**config.mk**
```make
export PLATFORM = sky130hd
export DESIGN_NAME = dmem_arbiter
export DESIGN_NICKNAME = d
export VERILOG_FILES = /design/src/rtl/dmem_arbiter.sv
export SDC_FILE = /design/constraint.sdc
export NUM_CORES = 1
export LEC_CHECK = 0
export BUFFER_PORTS_ARGS = -buffer_cell sky130_fd_sc_hd__buf_2
export CAP_MARGIN = 40
export CORE_AREA = 2 2 232 234
export DETAILED_ROUTE_END_ITERATION = 8
export DIE_AREA = 0 0 234 236
export MAX_ROUTING_LAYER = met4
export PLACE_DENSITY = 0.3
export SETUP_SLACK_MARGIN = 0.3
export SYNTH_ARGS = -nofsm -noshare
export SYNTH_HDL_FRONTEND = slang
export SYNTH_SLANG_ARGS = --single-unit
```
**constraint.sdc**
```tcl
create_clock -name clk -period 1.5 [get_ports clk]
set_input_delay 0.075 -clock clk [delete_from_list [all_inputs] [get_ports clk]]
set_output_delay 0.075 -clock clk [all_outputs]
set_load 0.02 [all_outputs]
```
**src/rtl/dmem_arbiter.sv**
```systemverilog
// Two-port arbiter onto one single-port synchronous data memory: fixed priority to A, wait counter forces B.
// One access per cycle, read data one cycle after accept; rvalid is a pulse with no backpressure.
module dmem_arbiter #(
  parameter int DATA_W   = 64,
  parameter int ADDR_W   = 64,
  parameter int MAX_WAIT = 4
) (
  input  logic              clk,
  input  logic              reset,
  input  logic              a_req,
  input  logic              a_we,
  input  logic [ADDR_W-1:0] a_addr,
  input  logic [DATA_W-1:0] a_wdata,
  output logic              a_ready,
  output logic              a_rvalid,
  output logic [DATA_W-1:0] a_rdata,
  input  logic              b_req,
  input  logic              b_we,
  input  logic [ADDR_W-1:0] b_addr,
  input  logic [DATA_W-1:0] b_wdata,
  output logic              b_ready,
  output logic              b_rvalid,
  output logic [DATA_W-1:0] b_rdata,
  output logic              mem_en,
  output logic              mem_we,
  output logic [ADDR_W-1:0] mem_addr,
  output logic [DATA_W-1:0] mem_wdata,
  input  logic [DATA_W-1:0] mem_rdata,
  output logic              b_forced
);

  typedef enum logic [1:0] {
    OWN_NONE = 2'd0,
    OWN_A    = 2'd1,
    OWN_B    = 2'd2
  } owner_t;

  localparam logic [3:0] MAX_CNT = 4'(MAX_WAIT);

  owner_t     r_rd_owner;
  logic [3:0] r_wait_cnt;
  logic       w_force;
  logic       w_gnt_a;
  logic       w_gnt_b;

  // Every grant is qualified by reset so nothing is accepted while it is held low.
  assign w_force = reset & b_req & (r_wait_cnt == MAX_CNT);
  assign w_gnt_a = reset & a_req & ~w_force;
  assign w_gnt_b = reset & b_req & (w_force | ~a_req);

  assign a_ready  = w_gnt_a;
  assign b_ready  = w_gnt_b;
  assign b_forced = w_force;

  always_comb begin
    mem_en    = 1'b0;
    mem_we    = 1'b0;
    mem_addr  = '0;
    mem_wdata = '0;
    if (w_gnt_a) begin
      mem_en    = 1'b1;
      mem_we    = a_we;
      mem_addr  = a_addr;
      mem_wdata = a_wdata;
    end else if (w_gnt_b) begin
      mem_en    = 1'b1;
      mem_we    = b_we;
      mem_addr  = b_addr;
      mem_wdata = b_wdata;
    end
  end

  assign a_rvalid = (r_rd_owner == OWN_A);
  assign b_rvalid = (r_rd_owner == OWN_B);
  assign a_rdata  = (r_rd_owner == OWN_A) ? mem_rdata : '0;
  assign b_rdata  = (r_rd_owner == OWN_B) ? mem_rdata : '0;

  always_ff @(posedge clk or negedge reset) begin
    if (!reset) begin
      r_rd_owner <= OWN_NONE;
      r_wait_cnt <= 4'd0;
    end else begin
      if (w_gnt_a && !a_we) begin
        r_rd_owner <= OWN_A;
      end else if (w_gnt_b && !b_we) begin
        r_rd_owner <= OWN_B;
      end else begin
        r_rd_owner <= OWN_NONE;
      end

      if (!b_req || w_gnt_b) begin
        r_wait_cnt <= 4'd0;
      end else if (r_wait_cnt != MAX_CNT) begin
        r_wait_cnt <= r_wait_cnt + 4'd1;
      end
    end
  end

endmodule
```
* Yosys cells after proc, flatten, opt, wreduce, memory -nomap -nowiden *
Cells that the tools add are included.

word-level totals
  register bits after elaboration = 6
  bits of input ports = 326

operators by class
  reductions and logical operators = 7
  bitwise operators = 8
  multiplexer cells = 14
  add/sub/neg operators = 1
  equality and inequality tests = 4

operators with widths
  kind                   number
  $mux W64               6
  $mux W4                2
  $and A1 B1 Y1          5
  $add A4 B1 Y4 const B  1
  $eq A4 B3 Y1 const B   1
  $mux W1                4
  $mux W2                2
  $ne A4 B3 Y1 const B   1
  $logic_not A1 Y1       3
  $eq A2 B1 Y1 const B   1
  $eq A2 B2 Y1 const B   1
  $logic_and A1 B1 Y1    2
  $not A1 Y1             2
  $reduce_bool A2 Y1     1
  $logic_or A1 B1 Y1     1
  $or A1 B1 Y1           1

* Longest topological paths before layout *
Gate-level depths: netlist of run 1.

  depth in word-level cells = 7
  depth in mapped cells = 7
  mapped depth without buffers = 5

* Worst setup path before layout of run 1 *
Ideal clock, no wire load.

  kind = register to output
  start = register r_wait_cnt[0]
  end = output port mem_addr[42]
  path buffers = 1
  cell stages (with the launch flop) = 7
  arrival time = 1.601 ns
  required time = 1.425 ns
  slack = -0.176 ns
  path through = dfrtp_1 -> inv_1 -> ha_1 -> and3b_1 -> a21oi_2 -> buf_2 -> a22o_1

between the ends
  elaborated cells on any way between the ends = 8

RTL lines
  item                    line  RTL
  start, declared         41    logic [3:0] r_wait_cnt;
  start signal, assigned  94    r_wait_cnt <= r_wait_cnt + 4'd1;
  $eq A4 B3 Y1            47    assign w_force = reset & b_req & (r_wait_cnt == MAX_CNT);
  $and A1 B1 Y1           47
  $not A1 Y1              48    assign w_gnt_a = reset & a_req & ~w_force;
  $and A1 B1 Y1           48
  via a_ready             14    output logic a_ready,
  $mux W64                60    if (w_gnt_a) begin
  end, declared           26    output logic [ADDR_W-1:0] mem_addr,

The timed path passes the listed nets, and every way through them passes these cells.

* Worst setup path after layout of run 1 *
  start = register r_wait_cnt[0]
  end = output port mem_addr[16]

between the ends
  longest elaborated chain between the ends = 6
  elaborated cells on any way between the ends = 8

RTL lines
  item               line  RTL
  $eq A4 B3 Y1 (*)   47
  $and A1 B1 Y1 (*)  47
  $or A1 B1 Y1       49    assign w_gnt_b = reset & b_req & (w_force | ~a_req);
  $and A1 B1 Y1      49
  $mux W64           65    end else if (w_gnt_b) begin
  $mux W64 (*)       60

Every way passes the cells marked *; elsewhere a longest branch is shown, timed or not.

==> results of run 1 <==
## state kept, by name, summed over array words and instances (netlist names)
signal / count
r_rd_owner: 2
r_wait_cnt: 4
## routing by layer
metal	track usage [%]	vias up	wire length [um]
met4	1.78	0	482
met5	-	-	0
met2	13.9	379	11600
met1	8.00	2285	8580
met3	1.80	32	2370
li1	-	2436	-
## synthesized netlist by cell type, drive strengths merged, types with 2 or more instances
cell    instances
nor2            4
nand2           4
clkbuf         14
a21oi           4
nor2b           5
a22o          129
inv             2
ha              2
dfrtp           6
and2          128
xnor2           2
buf            28
## what timing repair did
action / in CTS / in global routing
setup buffers: 0 / 1
gates cloned: 0 / 0
pin swaps: 16 / 2
endpoints found under the setup margin: 269 / 269
hold buffers: 1 / 0
resized for setup: 103 / 50
endpoints found under the hold margin: 6 / 0
## cells by family (layout without fill, tap and decap cells)
group                    after synthesis  in the layout  synth area share (%)
buffers and inverters                 44            639                  9.94
other                                  0              5                     0
XOR/XNOR                               2              2                 0.699
AO/OA/AOI/OAI                        134            134                  46.5
multiplexers                           1              1                 0.400
AND/OR/NAND/NOR                      145            145                  35.5
flip-flops                             6              6                  5.99
adder cells (fa/ha/maj)                2              2                 0.999
## power groups by stage
stage               sequential (mW)  combinational (mW)  clock (mW)
floorplan                     0.199                1.09           0
global placement              0.200                2.13           0
detailed placement            0.199                2.11           0
CTS                           0.197                2.25       0.451
global route                  0.200                2.43       0.475
finish                        0.197                2.27       0.439
## cell type report
type / count / area [um^2]
Sequential cell: 6 / 151
Timing Repair Buffer: 634 / 3840
Antenna cell: 5 / 12.5
Tap cell: 696 / 871
Inverter: 2 / 7.51
Multi-Input combinational cell: 284 / 2460
Fill cell: 6110 / 45600
Clock buffer: 3 / 75.1
## metrics by stage
stage	total power, mW	setup TNS, ns	util (%)
floorplan	1.29	-11.21	-
global placement	2.33	-30.27	12.9
detailed placement	2.31	-30.84	12.9
CTS	2.90	-67.67	13.7
global route	3.10	-80.02	14.0
finish	2.90	-59.81	14.0
## critical path: cells and delay by family (launching register included)
kind / cells / cell delay [ns]
AO/OA/AOI/OAI: 2 / 0.36
adder cells (fa/ha/maj): 1 / 0.16
buffers and inverters: 4 / 0.57
flip-flops: 1 / 0.35
AND/OR/NAND/NOR: 1 / 0.22
## path summary, 6_finish.rpt
| check | from | to | slack, ns |
|---|---|---|---|
| min in group asynchronous | reset | r_rd_owner[0] | 0.27 |
| min reg2reg | r_wait_cnt[0] | r_wait_cnt[0] | 0.64 |
| max in group asynchronous | reset | r_wait_cnt[0] | 0.88 |
| min | b_we | r_rd_owner[1] | 0.05 |
| max | r_wait_cnt[0] | mem_addr[16] | -0.50 |
| max reg2reg | r_wait_cnt[0] | r_rd_owner[0] | -0.15 |
==> metrics.md, run 1 <==
| Metric | Value |
|---|---|
| Leakage power | `about 4.2 nW` |
| I/O Buffers | `588` |
| Via/cell ratio | `3.15` |
| Std-Cell Rows | `85` |
| Cells after synthesis | `roughly 330` |
| Placed cell count | `roughly 1600` |
| Clock sinks | `6` |
| Largest net degree at the start of global routing | `66` |
| Non-Filler Instances | `approximately 1600` |
| Pre-CTS WS | `-0.332 ns` |
| CP Data Arrival Time | `between 1.5 and 2 ns` |
| Clock share of power | `15.1%` |
| Commonest cells after routing, fill and taps aside | `511 x buf_2, 123 x and2_1, 95 x a22o_1` |
| WHS | `roughly 0.054 ns` |
| IO Pins | `589` |
| Die area | `55200 um^2` |
| Mean routed wirelength per cell | `14.1 um` |
| Total gr overflow | `0` |
| Fin. Hold Viols | `0` |
| Initial antenna violation count | `8` |
| Initial cell density of the core | `between 4 and 5%` |
| Cell Area, Placed | `6850 um^2` |
| Sw Pwr | `1.26 mW` |
| Synth Net Count | `662` |
| Failing checks | `negative setup slack` |
| Startpoint types | `register` |
| Most common cell after layout, fill and taps aside | `buf_2` |
| Die Wd | `234 um` |
| Ys Warns | `0` |
| CTS root buffer | `clkbuf_16` |
| Fin. max-slew vios | `0` |
| Worst Tran Pin Value | `~0.25 ns` |
| Prevailing post-synth register cell | `dfrtp_1` |
| H-tree levels | `1` |
| Worst Setup End Kind | `output pin` |
| Crit path cell chain | `inv_2, ha_4, and3b_2, a21oi_4, buf_12, buf_16, a22o_1, buf_6` |
| RSZ-0062 raised after global routing | `yes` |
| Power Density | `around 390 nW/um^2` |
| Mapped Area | `2500 um^2` |
| Worst vdd ir | `between 0.3 and 0.4 mV` |
| First-pass DRT Iterations | `4` |
| Worst Hold Path Cells | `2` |
| Top post-synthesis cells by area | `a22o_1 45%, and2_1 32%, dfrtp_1 6.0%` |
| First-pass GRT wire length | `about 30000 um` |
| CTS tree | `yes` |
| Total CTS buffers | `3` |
| Area leader, netlist | `a22o_1` |
| Fin area | `between 7000 and 8000 um^2` |
| Worst setup margin | `-0.503 ns` |
| Final min period | `about 2 ns` |
| Clock skew | `0.00507 ns` |
| Vias in the first global route | `5008` |
| Synth async-reset ratio | `100%` |
| Nets | `about 1300` |
| Reg2Reg Depth | `7` |
| Status | `complete, but fails checks` |
| Fmax achieved | `0.499 GHz` |
| Die height | `roughly 240 um` |
| Worst path slowest cell | `dfrtp_1` |
| Yosys top cell area share | `between 40% and 50%` |
| Gate power share | `78.1%` |
| Max Buffers Root-to-Sink | `2` |
| DRC Markers | `0` |
| Core area | `~53000 um^2` |
| Gr usage total | `7.54%` |
| Area Growth Syn to Fin | `196%` |
| Hpwl dp | `about 21000 um` |
| Net Sw Frac | `around 43%` |
| Worst-path clk slew | `~0.04 ns` |
| Synth unique cells | `21` |
| Detail Route Antenna Nets | `0` |
| Layout cell share with drive strength beyond 1 | `73.8%` |
| Avg Inst Size Synth | `between 7 and 8 um^2` |
| Critical path peak fanout | `31` |
| Drt total wl | `approximately 23000 um` |
| Routability cong. | `~0.8` |
| Initial DRC Count | `200` |
| Crit Path Category | `reg2out` |
| Seq cells post-synth | `6` |
| Number of flops mapped to enable cells by yosys | `0` |
| Worst skew pair latency | `between 0.2 and 0.25 ns` |
| Share of the yosys chip area belonging to registers | `under 10%` |
| Worst endpoint required time | `around 1.4 ns` |
| Via count | `between 5000 and 6000` |
| Slowest cell delay on critical path | `0.35 ns` |
| Max-cap violation count | `0` |
| Max_slew headroom | `83.2%` |
| Worst Hold Class | `in2reg` |
| Internal | `1.64 mW` |
| Final worst-path cycle share | `134%` |
| Reg power frac | `under 10%` |
| Final setup fails | `182` |
No activity file was read; power rests on OpenSTA's default activity.
==> run 2: changes to the inputs <==
--- a/constraint.sdc
+++ b/constraint.sdc
@@ -3,2 +3,2 @@
 set_output_delay 0.075 -clock clk [all_outputs]
-set_load 0.02 [all_outputs]
+set_load 0.05 [all_outputs]
==> run 2 against run 1 <==
  * The run still ends with negative setup slack left
  * Clock-buffer cell count is the same
  * Cell count grew 1.9%
  * Sequential cell count is the same
  * Setup slack lost 0.017 ns
  * Die area is the same
  * Sequential power is essentially flat
  * First-iteration DRC count shrank 42%
  * Power grew 45%
  * Combinational power grew 58%
==> metrics.md, run 2 (synthesized netlist as in run 1, its figures left out) <==
| Metric | Value |
|---|---|
| Total CTS buffers | `3` |
| First-pass GRT wire length | `approximately 32000 um` |
| Largest reg by FF count | `r_wait_cnt` |
| Max_slew headroom | `around 80%` |
| Clock share of power | `10.2%` |
| Die height | `around 240 um` |
| Max reg flops | `4` |
| Worst setup margin | `-0.519 ns` |
| Failing checks | `negative setup slack` |
| Die area | `about 55000 um^2` |
| Internal | `~2.1 mW` |
| CTS tree | `yes` |
| Gr usage total | `~7.8%` |
| RSZ-0062 raised after global routing | `yes` |
| DRT met1 WL | `about 7700 um` |
| Fin. Hold Viols | `0` |
| Worst Tran Pin Value | `between 0.2 and 0.3 ns` |
| Total gr overflow | `0` |
| # fillers | `5905` |
| IO Pins | `slightly below 600` |
| Critical path peak fanout | `25` |
| First-pass DRT Iterations | `4` |
| Commonest cells after routing, fill and taps aside | `411 x buf_2, 101 x buf_6, 99 x and2_4` |
| Mean routed wirelength per cell | `around 14 um` |
| Final min period | `between 2 and 2.5 ns` |
| Routability cong. | `between 0.8 and 0.9` |
| Area Growth Syn to Fin | `267%` |
| Via count | `roughly 5300` |
| Status | `complete, but fails checks` |
| Fin. max-slew vios | `0` |
| DR WL met2 | `13600 um` |
| Net Sw Frac | `50.1%` |
| Most common cell after layout, fill and taps aside | `buf_2` |
| Core area | `roughly 53000 um^2` |
| CTS root buffer | `clkbuf_16` |
| Die Wd | `around 230 um` |
| Util after Layout | `between 10% and 20%` |
| Worst Hold Class | `in2reg` |
| Fmax achieved | `between 0.4 and 0.5 GHz` |
| Initial DRC Count | `around 120` |
| Uppermost layer routed | `met4` |
| Sw Pwr | `between 2 and 2.5 mW` |
| Final worst-path cycle share | `135%` |
| Leakage power | `slightly below 5 nW` |
| DR WL met3 | `2020 um` |
| Final setup fails | `approximately 260` |
| Reg power frac | `4.7%` |
| Clock skew | `around 0.00012 ns` |
| Non-Filler Instances | `approximately 1700` |
| Vias in the first global route | `5422` |
| Largest registers | `r_wait_cnt (4), r_rd_owner (2)` |
| Clock sinks | `6` |
| Nets | `around 1300` |
| Gate power share | `between 80% and 90%` |
| Placed cell count | `around 1600` |
| Detail Route Antenna Nets | `0` |
| Crit Path Category | `reg2out` |
| Largest net degree at the start of global routing | `26` |
| Sum Neg Setup Slack | `-74.31 ns` |
| Worst skew pair latency | `around 0.23 ns` |
| DRC Markers | `0` |
| Worst endpoint required time | `around 1.4 ns` |
| Initial cell density of the core | `between 4 and 5%` |
| Drt total wl | `roughly 24000 um` |
| Max-cap violation count | `0` |
| Max Buffers Root-to-Sink | `2` |
| Std-Cell Rows | `85` |
| CP Data Arrival Time | `between 1.5 and 2 ns` |
| H-tree levels | `1` |
| Power Density | `~460 nW/um^2` |
| Worst vdd ir | `about 0.44 mV` |
| Layout cell share with drive strength beyond 1 | `a little over nine tenths` |
| Initial antenna violation count | `4` |
| Worst-path clk slew | `0.03 ns` |
| Via/cell ratio | `about 3.2` |
| Worst Setup End Kind | `output pin` |
| Final Power | `roughly 4.2 mW` |
| Hpwl dp | `20300 um` |
| I/O Buffers | `around 590` |
| Startpoint types | `register` |
==> run 2: cell types whose count changed in the layout (fill, tap and decap cells not counted), sizes merged <==
cell	previous run	this run
buf	633	665
diode	5	2
bufbuf	0	1
clkbuf	3	4
==> run 2: cell type report <==
class                      instances  area, um^2  share of cell area, %
multi-input combinational        284        2830                   30.7
tap                              696         871                   9.46
inverter                           2        7.51                 0.0816
clock buffer                       3        75.1                  0.816
antenna                            2        5.00                 0.0544
sequential                         6         150                   1.63
timing repair buffer             668        5270                   57.3
==> run 2: through the flow <==
step | worst slack, ns | hold WS [ns] | area (um^2)
3_5_place_dp | -0.346 | 0.0275 | 7770
3_3_place_gp | -0.324 | 0.0328 | 7770
2_1_floorplan | -0.214 | -0.221 | 3190
5_1_grt | -0.579 | 0.0550 | 9200
4_1_cts | -0.527 | 0.0372 | 9060
6_report | -0.519 | 0.0440 | 9200
==> run 2: worst paths after layout <==
kind	start	endpoint	slack, ns	cells past startpoint
setup / recovery	r_wait_cnt[1]	mem_wdata[60]	-0.52	8
hold / removal	a_we	r_rd_owner[0]	0.04	2
setup reg to reg	r_wait_cnt[1]	r_rd_owner[0]	-0.02	7
hold reg to reg	r_wait_cnt[3]	r_wait_cnt[3]	0.59	2
max in group asynchronous	reset	r_wait_cnt[1]	0.87	3
min in group asynchronous	reset	r_rd_owner[0]	0.40	3
==> run 2: what timing repair did <==
item,CTS,global route
setup endpoints to repair,269,269
endpoints found under the hold margin,6,0
cloned,3,0
resized for setup,323,53
pin swaps,20,2
setup buffers,6,0
hold buffers,1,0
==> run 2: metal layers <==
metal / vias up / global-route usage, %
li1: 2500 / -
met1: 2408 / 7.41
met2: 388 / 16.5
met3: 14 / 0.967
met4: 0 / 0.997
met5: - / -
==> run 2: worst max-delay path: stages (launching register included) <==
cell and delay (ns):
dfrtp_1 0.36, inv_2 0.06, ha_4 0.16, and3b_2 0.22
a21oi_4 0.14, buf_12 0.20, buf_12 0.19, a22o_2 0.19
buf_6 0.16
==> run 2: power by group through the flow <==
stage / clock (mW) / sequential, mW / combinational, mW
floorplan: 0 / 0.199 / 1.97
global placement: 0 / 0.198 / 3.18
detailed placement: 0 / 0.198 / 3.18
CTS: 0.434 / 0.196 / 3.58
global route: 0.445 / 0.198 / 3.75
finish: 0.430 / 0.196 / 3.58
==> run 3: changes to the inputs <==
BUFFER_PORTS_ARGS = -buffer_cell sky130_fd_sc_hd__buf_4   (was -buffer_cell sky130_fd_sc_hd__buf_2)
CORE_AREA = 4 4 228 230   (was 2 2 232 234)
DIE_AREA = 0 0 232 234   (was 0 0 234 236)
PLACE_DENSITY = 0.31   (was 0.3)
==> run 3 against run 2 <==
  * The flow still finishes with violations (negative setup slack)
  * Maximum frequency rose by 1.3%
  * Sequential share of layout area decreased by 0.32 points
  * First-iteration DRC count up 2.6%
  * Largest power group unchanged
==> metrics.md, run 3 (synthesized netlist as in run 1, its figures left out) <==
| Metric | Value |
|---|---|
| Status | `complete, but fails checks` |
| Failing checks | `negative setup slack` |
| Non-Filler Instances | `1648` |
| Crit path cell chain | `inv_2, ha_4, and3b_2, a21oi_4, buf_12, buf_16, a22o_2, buf_8` |
| Core area | `roughly 50000 um^2` |
| First-pass DRT Iterations | `4` |
| Nets | `1305` |
| Sw Pwr | `approximately 2.2 mW` |
| Mean routed wirelength per cell | `between 15 and 20 um` |
| Die height | `between 200 and 250 um` |
| CTS tree | `yes` |
| Fmax achieved | `0.502 GHz` |
| Worst setup margin | `-0.493 ns` |
| Sum Neg Setup Slack | `-82.74 ns` |
| Vias in the first global route | `just under 6000` |
| Max_slew headroom | `84.2%` |
| Worst vdd ir | `approximately 0.29 mV` |
| Internal | `between 2 and 3 mW` |
| Worst endpoint required time | `about 1.4 ns` |
| Pre-CTS WS | `-0.276 ns` |
| Largest reg by FF count | `r_wait_cnt` |
| Gr usage total | `a little over a tenth` |
| Via/cell ratio | `3.28` |
| H-tree levels | `1` |
| Hpwl dp | `~25000 um` |
| CP bufs+invs | `4` |
| Gate power share | `between 80% and 90%` |
| Total gr overflow | `0` |
| Drt total wl | `roughly 31000 um` |
| Leakage power | `about 5.5 nW` |
| Worst skew pair latency | `roughly 0.23 ns` |
| Fin. max-slew vios | `0` |
| IO Pins | `roughly 590` |
| CP Data Arrival Time | `1.92 ns` |
| Area Growth Syn to Fin | `357%` |
| Final worst-path cycle share | `133%` |
| Critical path peak fanout | `30` |
| Util after Layout | `23.0%` |
| Net Sw Frac | `a little under half` |
| Final Power | `approximately 4.8 mW` |
| Largest registers | `r_wait_cnt (4), r_rd_owner (2)` |
| Worst-path clk slew | `roughly 0.040 ns` |
| Worst setup path start | `r_wait_cnt[1]` |
| Routability cong. | `roughly 0.8` |
| First-pass GRT wire length | `approximately 41000 um` |
| Commonest cells after routing, fill and taps aside | `384 x buf_4, 174 x buf_8, 128 x and2_4` |
| Detail Route Antenna Nets | `0` |
| Max reg flops | `4` |
| DRC Markers | `0` |
| Cell Area, Placed | `8630 um^2` |
| Via count | `about 5400` |
| Max-cap violation count | `0` |
| Final setup fails | `approximately 260` |
| Reg power frac | `~4.1%` |
| Initial antenna violation count | `1` |
| Slowest cell delay on critical path | `0.35 ns` |
| Worst Hold Class | `in2reg` |
| RSZ-0062 raised after global routing | `yes` |
| Worst Tran Pin Value | `roughly 0.24 ns` |
| Largest net degree at the start of global routing | `31` |
| Initial cell density of the core | `under 10%` |
| Final min period | `about 2 ns` |
| Initial DRC Count | `120` |
| Crit Path Category | `reg2out` |
| Fin. Hold Viols | `0` |
| Clock skew | `0.00464 ns` |
| Most common cell after layout, fill and taps aside | `buf_4` |
| Total CTS buffers | `3` |
| Max Buffers Root-to-Sink | `2` |
| Die Wd | `232 um` |
| Clock share of power | `between 9 and 10%` |
| Layout cell share with drive strength beyond 1 | `97.7%` |
| Cell family with most CP delay | `buffers and inverters` |
| R2r startpoint | `r_wait_cnt[1]` |
| Startpoint types | `register` |
| CTS root buffer | `clkbuf_16` |
| Fin area | `between 10000 and 15000 um^2` |
| Power Density | `about 420 nW/um^2` |
| Worst path slowest cell | `dfrtp_1` |
| Worst Setup End Kind | `output pin` |
| I/O Buffers | `slightly below 600` |
| Min-delay src | `a_we` |
| Clock sinks | `6` |
| Die area | `54300 um^2` |
| Placed cell count | `1590` |
| WHS | `roughly 0.042 ns` |
| Std-Cell Rows | `roughly 80` |
==> run 3: cell count changes in the layout (fill, tap and decap cells not counted), sizes merged <==
cell / before / now
bufbuf: 1 / 0
diode: 2 / 1
buf: 665 / 678
==> run 3: path summary, 6_finish.rpt <==
check                           endpoint  slack [ns]  cells after the start
max                        mem_wdata[38]       -0.49                      8
min                        r_rd_owner[0]        0.04                      2
max reg2reg                r_wait_cnt[0]        0.03                      8
min reg2reg                r_wait_cnt[3]        0.61                      2
max in group asynchronous  r_rd_owner[0]        1.07                      3
min in group asynchronous  r_wait_cnt[2]        0.31                      3
==> run 3: layout make-up <==
class	instances	area (um^2)
well taps	672	841
flip-flops and latches	6	150
multi-input cells	284	2960
inverters	2	7.51
repair buffers	680	7410
diodes	1	2.50
fillers	5385	38400
clock buffers	3	75.1
==> run 3: worst register-to-register path, stage by stage (launching register included) <==
cell and delay [ns]:
dfrtp_1 0.38, inv_2 0.08, ha_4 0.14, nand3b_1 0.14, buf_4 0.17, buf_6 0.11, a31oi_1 0.12, buf_4 0.17
nor2_2 0.05
==> run 3: repair_timing <==
action / 4_1_cts / 5_1_grt
hold buffers: 1 / 0
endpoints found under the setup margin: 269 / 269
pin swaps: 105 / 27
hold endpoints to repair: 6 / 0
gates cloned: 15 / 1
setup buffers: 29 / 8
resized for setup: 478 / 56
==> run 3: layer usage <==
metal	up-vias	global-route usage [%]	routed length [um]
met1	2497	10.8	10600
met3	19	2.68	2770
met2	374	20.8	17400
li1	2523	-	-
met5	-	-	0
met4	0	2.39	633
==> run 3: power groups by stage <==
stage	clock network, mW	logic (mW)	registers [mW]
2_1_floorplan	0	1.97	0.199
5_1_grt	0.456	4.36	0.198
3_3_place_gp	0	3.48	0.199
6_report	0.441	4.18	0.196
4_1_cts	0.446	4.13	0.194
3_5_place_dp	0	3.46	0.197
